[src/rtl/mul_issue_ctrl_pkg.sv]
`default_nettype none
// ============================================================================
// mul_issue_ctrl_pkg : shared opcodes, widths and helpers for the M-ext multiplier
// Revision: 1.0
// ============================================================================
package mul_issue_ctrl_pkg;

    localparam logic [1:0] MUL_OP_MUL    = 2'b00;
    localparam logic [1:0] MUL_OP_MULH   = 2'b01;
    localparam logic [1:0] MUL_OP_MULHSU = 2'b10;
    localparam logic [1:0] MUL_OP_MULHU  = 2'b11;

    localparam int MUL_LAT = 3;
    localparam int DATA_W  = 32;
    localparam int OPND_W  = 33;
    localparam int PROD_W  = 64;

    // Widens a 32-bit operand to the tree's 33-bit signed form.
    function automatic logic [OPND_W-1:0] cond_operand(input logic [DATA_W-1:0] v,
                                                       input logic              sext);
        return {sext & v[DATA_W-1], v};
    endfunction

endpackage
`default_nettype wire

[src/rtl/mul_result_fifo.sv]
`default_nettype none
// ============================================================================
// mul_result_fifo : in-order result buffer with flush clear and occupancy count
// Revision: 1.0
// ============================================================================
module mul_result_fifo #(
    parameter int DEPTH = 4,
    parameter int W     = 37,
    parameter int CNT_W = $clog2(DEPTH + 1)
) (
    input  logic             clk,
    input  logic             rst_n,
    input  logic             i_flush,
    input  logic             i_wr_en,
    input  logic [W-1:0]     i_wr_data,
    input  logic             i_rd_en,
    output logic [W-1:0]     o_rd_data,
    output logic [CNT_W-1:0] o_count,
    output logic             o_empty
);
    localparam int PTR_W = (DEPTH > 1) ? $clog2(DEPTH) : 1;

    logic [W-1:0]     r_mem [DEPTH];
    logic [PTR_W-1:0] r_wr_ptr;
    logic [PTR_W-1:0] r_rd_ptr;
    logic [CNT_W-1:0] r_count;
    logic             w_rd;

    assign o_empty   = (r_count == '0);
    assign o_count   = r_count;
    assign o_rd_data = r_mem[r_rd_ptr];
    assign w_rd      = i_rd_en && !o_empty;

    function automatic logic [PTR_W-1:0] ptr_next(input logic [PTR_W-1:0] p);
        return (p == PTR_W'(DEPTH - 1)) ? '0 : p + PTR_W'(1);
    endfunction

    always_ff @(posedge clk) begin
        if (!rst_n) begin
            for (int i = 0; i < DEPTH; i++) begin
                r_mem[i] <= '0;
            end
            r_wr_ptr <= '0;
            r_rd_ptr <= '0;
            r_count  <= '0;
        end else if (i_flush) begin
            r_wr_ptr <= '0;
            r_rd_ptr <= '0;
            r_count  <= '0;
        end else begin
            if (i_wr_en) begin
                r_mem[r_wr_ptr] <= i_wr_data;
                r_wr_ptr        <= ptr_next(r_wr_ptr);
            end
            if (w_rd) begin
                r_rd_ptr <= ptr_next(r_rd_ptr);
            end
            case ({i_wr_en, w_rd})
                2'b10:   r_count <= r_count + CNT_W'(1);
                2'b01:   r_count <= r_count - CNT_W'(1);
                default: r_count <= r_count;
            endcase
        end
    end

    // Credit admission upstream must make this unreachable.
    always_ff @(posedge clk) begin
        if (rst_n && !i_flush) begin
            assert (!(i_wr_en && !w_rd && r_count == CNT_W'(DEPTH)))
                else $error("mul_result_fifo overflow");
        end
    end

endmodule
`default_nettype wire

[src/rtl/mul_issue_ctrl.sv]
`default_nettype none
// ============================================================================
// mul_issue_ctrl : credit-based issue, stage tracking and final add for the
//                  2-stage Wallace-tree multiplier
// Revision: 1.0
// ============================================================================
module mul_issue_ctrl
    import mul_issue_ctrl_pkg::*;
#(
    parameter int TAG_W     = 5,
    parameter int RES_DEPTH = 4
) (
    input  logic              clk,
    input  logic              rst_n,
    input  logic              flush,
    input  logic              in_valid,
    output logic              in_ready,
    input  logic [1:0]        in_op,
    input  logic [31:0]       in_a,
    input  logic [31:0]       in_b,
    input  logic [TAG_W-1:0]  in_tag,
    output logic [32:0]       tree_a,
    output logic [32:0]       tree_b,
    output logic              tree_cancel,
    input  logic [63:0]       tree_sum,
    input  logic [63:0]       tree_carry,
    output logic              out_valid,
    input  logic              out_ready,
    output logic [31:0]       out_data,
    output logic [TAG_W-1:0]  out_tag
);
    localparam int CNT_W = $clog2(RES_DEPTH + 1);
    localparam int IF_W  = CNT_W + 1;
    localparam int FW    = DATA_W + TAG_W;

    logic [OPND_W-1:0] r_tree_a;
    logic [OPND_W-1:0] r_tree_b;
    logic              r_e0_v;
    logic              r_e0_hi;
    logic [TAG_W-1:0]  r_e0_tag;
    logic              r_e1_v;
    logic              r_e1_hi;
    logic [TAG_W-1:0]  r_e1_tag;

    logic              w_accept;
    logic              w_sa;
    logic              w_sb;
    logic [IF_W-1:0]   w_inflight;
    logic [CNT_W-1:0]  w_count;
    logic              w_empty;
    logic [PROD_W-1:0] w_prod;
    logic [DATA_W-1:0] w_res;
    logic [FW-1:0]     w_head;

    assign w_sa = (in_op == MUL_OP_MULH) || (in_op == MUL_OP_MULHSU);
    assign w_sb = (in_op == MUL_OP_MULH);

    // Credits count everything that will eventually need a FIFO slot.
    assign w_inflight = IF_W'(r_e0_v) + IF_W'(r_e1_v) + IF_W'(w_count);
    assign in_ready   = (w_inflight < IF_W'(RES_DEPTH)) && !flush;
    assign w_accept   = in_valid && in_ready;

    assign tree_cancel = flush;
    assign tree_a      = r_tree_a;
    assign tree_b      = r_tree_b;

    always_ff @(posedge clk) begin
        if (!rst_n) begin
            r_tree_a <= '0;
            r_tree_b <= '0;
            r_e0_v   <= 1'b0;
            r_e0_hi  <= 1'b0;
            r_e0_tag <= '0;
            r_e1_v   <= 1'b0;
            r_e1_hi  <= 1'b0;
            r_e1_tag <= '0;
        end else begin
            r_e0_v   <= w_accept;
            r_e1_v   <= r_e0_v & ~flush;
            r_e1_hi  <= r_e0_hi;
            r_e1_tag <= r_e0_tag;
            // Operands hold while idle; the tree's stale output is masked by r_e1_v.
            if (w_accept) begin
                r_tree_a <= cond_operand(in_a, w_sa);
                r_tree_b <= cond_operand(in_b, w_sb);
                r_e0_hi  <= (in_op != MUL_OP_MUL);
                r_e0_tag <= in_tag;
            end
        end
    end

    assign w_prod = tree_sum + tree_carry;
    assign w_res  = r_e1_hi ? w_prod[63:32] : w_prod[31:0];

    assign out_valid = !w_empty && !flush;
    assign out_data  = w_head[DATA_W-1:0];
    assign out_tag   = w_head[DATA_W +: TAG_W];

    mul_result_fifo #(
        .DEPTH (RES_DEPTH),
        .W     (FW),
        .CNT_W (CNT_W)
    ) u_fifo (
        .clk       (clk),
        .rst_n     (rst_n),
        .i_flush   (flush),
        .i_wr_en   (r_e1_v),
        .i_wr_data ({r_e1_tag, w_res}),
        .i_rd_en   (out_valid && out_ready),
        .o_rd_data (w_head),
        .o_count   (w_count),
        .o_empty   (w_empty)
    );

endmodule
`default_nettype wire
[config.mk]
export PLATFORM = sky130hd
export DESIGN_NAME = mul_issue_ctrl
export DESIGN_NICKNAME = d
export VERILOG_FILES = /design/src/rtl/mul_issue_ctrl_pkg.sv /design/src/rtl/mul_result_fifo.sv /design/src/rtl/mul_issue_ctrl.sv
export SDC_FILE = /design/constraint.sdc
export NUM_CORES = 1
export LEC_CHECK = 0
export BUFFER_PORTS_ARGS = -buffer_cell sky130_fd_sc_hd__buf_2
export CAP_MARGIN = 25
export CORE_MARGIN = 2
export CORE_UTILIZATION = 61
export CTS_BUF_LIST = sky130_fd_sc_hd__clkbuf_4 sky130_fd_sc_hd__clkbuf_8
export DETAILED_ROUTE_END_ITERATION = 6
export GPL_TIMING_DRIVEN = 0
export PLACE_DENSITY = 0.89
export SLEW_MARGIN = 20
export SYNTH_ARGS = -nofsm -noshare
export SYNTH_HDL_FRONTEND = slang
export SYNTH_SLANG_ARGS = --single-unit
export TNS_END_PERCENT = 10
[constraint.sdc]
create_clock -name clk -period 6.85 [get_ports clk]
set_input_delay 0.3425 -clock clk [delete_from_list [all_inputs] [get_ports clk]]
set_output_delay 0.3425 -clock clk [all_outputs]
set_load 0.05 [all_outputs]
**Word level (Yosys, flattened, before mapping)**

Memories as Yosys holds them, arrays and structs flattened. A register that Yosys moved wholly into a read port is not among the register bits.
Index checks and enable logic that the tools add are counted.

- Add/sub/neg operators: 7
- $mul: 0
- Div/mod/pow operators: 0
- Order comparisons: 1
- Equality and inequality tests: 6
- Shift-type cells: 0
- Mux-type cells: 14
- Bitwise operators: 5
- Reduce and logical (&&, ||, !) cells: 13

Operators with widths:

| operator | number |
|---|---|
| $add A64 B64 Y64 | 1 |
| $mux W37 | 1 |
| $reduce_or A37 Y1 | 1 |
| $mux W32 | 1 |
| $mux W2 | 5 |
| $eq A2 B2 Y1 const B | 4 |
| $mux W1 | 6 |
| $pmux W3 S2 | 1 |
| $logic_and A1 B1 Y1 | 5 |
| $add A2 B1 Y2 const B | 2 |
| $add A2 B3 Y4 | 1 |
| $eq A2 B1 Y1 const B | 2 |
| $lt A4 B3 Y1 const B | 1 |
| $reduce_bool A2 Y1 | 2 |
| $add A3 B1 Y3 const B | 1 |
| $and A1 B1 Y1 | 3 |
| $logic_not A3 Y1 | 1 |
| $sub A3 B1 Y3 const B | 1 |
| $add A1 B1 Y2 | 1 |
| $logic_not A1 Y1 | 2 |
| $not A1 Y1 | 2 |
| $reduce_or A2 Y1 | 1 |
| $logic_or A1 B1 Y1 | 1 |

- Flip-flop bits (word level): 87
- Latch bits: 0
- RAM bits: 148
- Bits in read-only memories: 0
- Bits of input ports: 204
- Output and inout bits: 106
- Word-level logic and storage cells: 58
- Memories kept: 1

Memory list:

| name | depth | bits a word | read ports | clocked after Yosys merged registers in | write ports | line | source |
|---|---|---|---|---|---|---|---|
| u_fifo.r_mem | 4 | 37 | 1 | 1 | 4 | mul_result_fifo.sv:23 | `logic [W-1:0] r_mem [DEPTH];` |

**Depth between registers and ports, before layout**

- Word-level depth: 7
- Depth in mapped cells: 12
- Depth with buffers taken out: 12

**Hierarchy**

Synthesis repeated with hierarchy kept, for this count alone.

- Cell total of the unflattened synthesis: 1369
- Area total of the unflattened synthesis: 13877.1 sq um

By module, submodules not included:

| module | instances | cells an instance | area each (sq um) | sequential area each (sq um) |
|---|---|---|---|---|
| mul_issue_ctrl | 1 | 955 | 6999.2 | 1601.5 |
| mul_result_fifo | 1 | 414 | 6877.8 | 4624.4 |

**Least setup slack after synthesis**

OpenSTA, ideal clock, no wires.

- Kind: register to register
- From: register u_fifo.r_count[0] (netlist: u_fifo.o_count[0])
- To: register r_tree_a[17] (netlist: tree_a[17])
- Setup time: 0.076 ns
- Arrival: 3.073 ns
- Slack: 3.701 ns
- Cell stages (with the launch flop): 11
- Buffers on the path: 3
- Period minus slack after synthesis: 3.149 ns
- Cell sequence: dfxtp_1 ha_1 a21oi_1 nor2_1 nor3_1 and2_1 clkbuf_1 clkbuf_1 buf_1 nand2_1 a21boi_0

- Longest elaborated chain between the ends: 4

RTL lines:

| what | line | source |
|---|---|---|
| start, declared | mul_result_fifo.sv:26 | `logic [CNT_W-1:0] r_count;` |
| start signal, assigned | mul_result_fifo.sv:59 | `2'b10: r_count <= r_count + CNT_W'(1);` |
| start signal, assigned | mul_result_fifo.sv:60 | `2'b01: r_count <= r_count - CNT_W'(1);` |
| start signal, assigned | mul_result_fifo.sv:61 | `default: r_count <= r_count;` |
| $add A2 B3 Y4 | mul_issue_ctrl.sv:59 | `assign w_inflight = IF_W'(r_e0_v) + IF_W'(r_e1_v) + IF_W'(w_count);` |
| $lt A4 B3 Y1 | mul_issue_ctrl.sv:60 | `assign in_ready = (w_inflight < IF_W'(RES_DEPTH)) && !flush;` |
| $logic_and A1 B1 Y1 | mul_issue_ctrl.sv:60 |  |
| net in_ready | mul_issue_ctrl.sv:17 | `output logic in_ready,` |
| $logic_and A1 B1 Y1 | mul_issue_ctrl.sv:61 | `assign w_accept = in_valid && in_ready;` |
| end signal, assigned | mul_issue_ctrl.sv:84 | `r_tree_a <= cond_operand(in_a, w_sa);` |
| end, declared | mul_issue_ctrl.sv:36 | `logic [OPND_W-1:0] r_tree_a;` |

The timed path passes the listed nets, and every way through them passes these cells.
A chain may end at the register's enable or synchronous reset.

==> flow_summary.toml <==
[sta]
period_needed_ns = 3.55
post-route-period-util = 0.519
hold_slack_ns = 0.0337
slew_viol_final = 0
slew_headroom = 0.344
rsz0062_at_grt = "no"
worstMarginPinSlew_ns = 0.985
setup_viol = 0
layout_setup_ws_ns = 3.30
hold_viol = 0
finClkSkew_ns = 0.0245
max_freq_mhz = 281
final.setup.tns_ns = 0

[job]
maxCapViolCount = 0

[clocking]
cts_max_level = 2
cts_resized = 0
cts_buffers = 38
clkLatencyLatePin_ns = 0.54
post_cts_buffers = 0
ctsHoldBuffers = 0
cts_sinks = 237
cts_tree = "built"
root_buffer = "clkbuf_8"
path_clk_slew_ns = 0.06
cts_max_path_buffers = 3

[route]
num_vias = 12700
wl_per_cell_um = 19.7
first_pass_iters = 6
totalWireLength_um = 40800
drcViolationCount = 0
detail_route.iter0.violations = 1416
ant_nets = 0
vias_per_cell = 6.10

[grt]
antenna_found_initial = 0
grt_pass1_vias = 12300
grt_start_max_net_pins = 23
grt_pass1_wl_um = 63800
grt_usage = 0.341
overflow = 0

[worst_setup_path]
r2r-end = "u_fifo.r_mem[2][11]$_SDFFCE_PN0P_"
critPathMaxFanout = 6
critPathArrivalTime_ns = 3.80
path_class = "input pin to flip-flop"
crit_required_ns = 7.10
end_kind = "flip-flop"
critPathLaunchType = "input pin"
rr_worst_depth = 7
worstReg2RegStart = "r_e1_v$_SDFF_PN0_"
ff2ff_setup_slack_ns = 3.45

[floorplanning]
core_area_um2 = 22000
initial_utilization = 0.624
dieArea_um2 = 23700
num_rows = 54
pin_count = 310
dieHeight_um = 154
die_w_um = 154

[cells_and_area]
final_nets = 2041
drive_above_1_share = 0.244
fillers = 1488
antenna_cells = 0
syn_to_final_growth_pct = 20.4

[synthesis]
yosysSeqAreaShare = 0.454
syn-num-nets = 1688
ys_ff_latch = 237
synth_area_um2 = 13700
synth_edf_count = 148
synth_ff_type = "edfxtp_1"
avgSynthCellArea_um2 = 9.70
synth-async-reset-ratio = 0
yosysWarnings = 0
synth_cell_types = 71
synthesis.instances = 1413

[placement]
dp_hpwl_um = 31500
gp_congestion = 1.03
io_buffer_count = 309
dp_slack_ns = 2.97

[min_path]
holdPathStages = 2
worstHoldStart = "in_tag[3]"
min_to = "r_e0_tag[3]$_SDFFE_PN0P_"
hold_path.class = "input pin to flip-flop"

[outcome]
outcome = "finished, final reports clean"

[pwr]
pwr-share-comb = 0.215
switching_share = 0.304
peakVddDrop_mv = 0.190
pwr-share-seq = 0.441
p_switching_mw = 1.10
intPower_mw = 2.50
power.density_nw_per_um2 = 218
p_clk_frac = 0.344
leakage_nw = 7.00
[sequential cells by signal, indices dropped and copies added (netlist names), 2 cells and up, named ones only]
signal	count
r_e0_tag	5
u_fifo.r_mem	148
tree_a	33
tree_b	33
u_fifo.r_wr_ptr	2
r_e1_tag	5
u_fifo.o_count	3
u_fifo.r_rd_ptr	2
[power groups by stage]
| stage | logic [mW] | registers [mW] | clock network (mW) |
|---|---|---|---|
| 2_1_floorplan | 0.440 | 1.67 | 0 |
| 3_3_place_gp | 0.729 | 1.61 | 0 |
| 3_5_place_dp | 0.749 | 1.62 | 0 |
| 4_1_cts | 0.754 | 1.59 | 1.24 |
| 5_1_grt | 0.828 | 1.59 | 1.30 |
| 6_report | 0.773 | 1.59 | 1.24 |
[critical path, stage by stage]
cell and delay (ns):
buf_2 0.10, ha_1 0.39, a21oi_1 0.35, o22a_1 0.21, nand3_1 0.08, o21ai_0 0.50
o21ai_0 0.26, a221o_1 0.52, nor3b_1 0.20, nor3_1 0.71, nor2_1 0.12
[how the worst max path moves through the flow]
stage	start	end	slack, ns
2_1_floorplan	u_fifo.o_count[0]$_SDFFE_PP0P_	tree_a[17]$_SDFFE_PN0P_	3.70
3_3_place_gp	flush	u_fifo.r_mem[2][15]$_SDFFCE_PN0P_	2.95
3_5_place_dp	tree_sum[8]	u_fifo.r_mem[1][11]$_SDFFCE_PN0P_	2.97
4_1_cts	flip-flop	out_data[25]	3.32
5_1_grt	tree_sum[8]	u_fifo.r_mem[2][11]$_SDFFCE_PN0P_	3.20
6_report	tree_sum[8]	u_fifo.r_mem[1][11]$_SDFFCE_PN0P_	3.30
[per-stage QoR]
stage	cell area (um^2)	std cells	util	total power, mW
6_report	16500	2075	0.751	3.60
5_1_grt	16500	2075	0.751	3.72
4_1_cts	16500	2075	0.751	3.58
3_5_place_dp	15700	2006	0.716	2.36
3_3_place_gp	15600	2002	0.710	2.34
2_1_floorplan	13700	1413	-	2.11
[cell type report]
type,instances,area (um^2),share of cell area
flip-flops and latches,237,6230,0.377
clock inverters,14,101,0.00614
inverters,41,154,0.00933
well taps,280,350,0.0212
multi-input cells,1056,7030,0.426
plain buffers,79,304,0.0184
repair buffers,313,1660,0.100
clock buffers,55,676,0.0410
[cell families after synthesis]
| logic type | count (synthesis) | synth area share |
|---|---|---|
| multiplexers | 50 | 0.0707 |
| adder cells (fa/ha/maj) | 71 | 0.0659 |
| flip-flops | 237 | 0.454 |
| XOR/XNOR | 48 | 0.0307 |
| AND/OR/NAND/NOR | 542 | 0.176 |
| AO/OA/AOI/OAI | 345 | 0.169 |
| buffers and inverters | 120 | 0.0334 |
[layout by cell type (no fill, tap or decap), types with 31 or more instances in the layout]
cell type and n:
o21ai_0 42, inv_1 41, clkbuf_1 69, a21oi_1 103, edfxtp_1 148, clkbuf_8 42
mux4_2 37, ha_1 69, xnor2_1 31, nand2_1 223, a21boi_0 68, dfxtp_1 89
nor2_1 151, buf_2 312
[metal layers]
layer	vias to the layer above	global-route usage	part of all wire
li1	5842	-	-
met5	-	0	0
met2	774	0.580	0.49
met3	103	0.0674	0.10
met1	5943	0.439	0.38
met4	0	0.120	0.031
[synthesized netlist by cell type, types with 5 or more instances]
master | n | area [um^2]
clkbuf_1 | 69 | 259
a211oi_1 | 6 | 45.0
xor2_1 | 17 | 149
nand4_1 | 18 | 113
o21a_1 | 9 | 67.6
o22a_1 | 6 | 52.6
a21boi_0 | 68 | 510
nor2b_1 | 7 | 43.8
o211ai_1 | 7 | 52.6
nor2_1 | 151 | 567
ha_1 | 69 | 863
nor4_1 | 8 | 50.1
nand2_1 | 227 | 852
a21o_1 | 25 | 188
mux4_2 | 37 | 833
nor3_1 | 22 | 110
and2_1 | 28 | 175
a21oi_1 | 103 | 515
o31ai_1 | 5 | 37.5
mux2i_1 | 12 | 120
o21bai_1 | 11 | 82.6
buf_1 | 6 | 22.5
o21ai_0 | 42 | 210
or3_1 | 7 | 43.8
and3_1 | 18 | 113
inv_1 | 41 | 154
nand2b_1 | 8 | 50.1
a22oi_1 | 11 | 82.6
a31oi_1 | 9 | 56.3
edfxtp_1 | 148 | 4440
nand3_1 | 27 | 135
dfxtp_1 | 89 | 1780
xnor2_1 | 31 | 272
No activity file was read; power rests on OpenSTA's default activity.
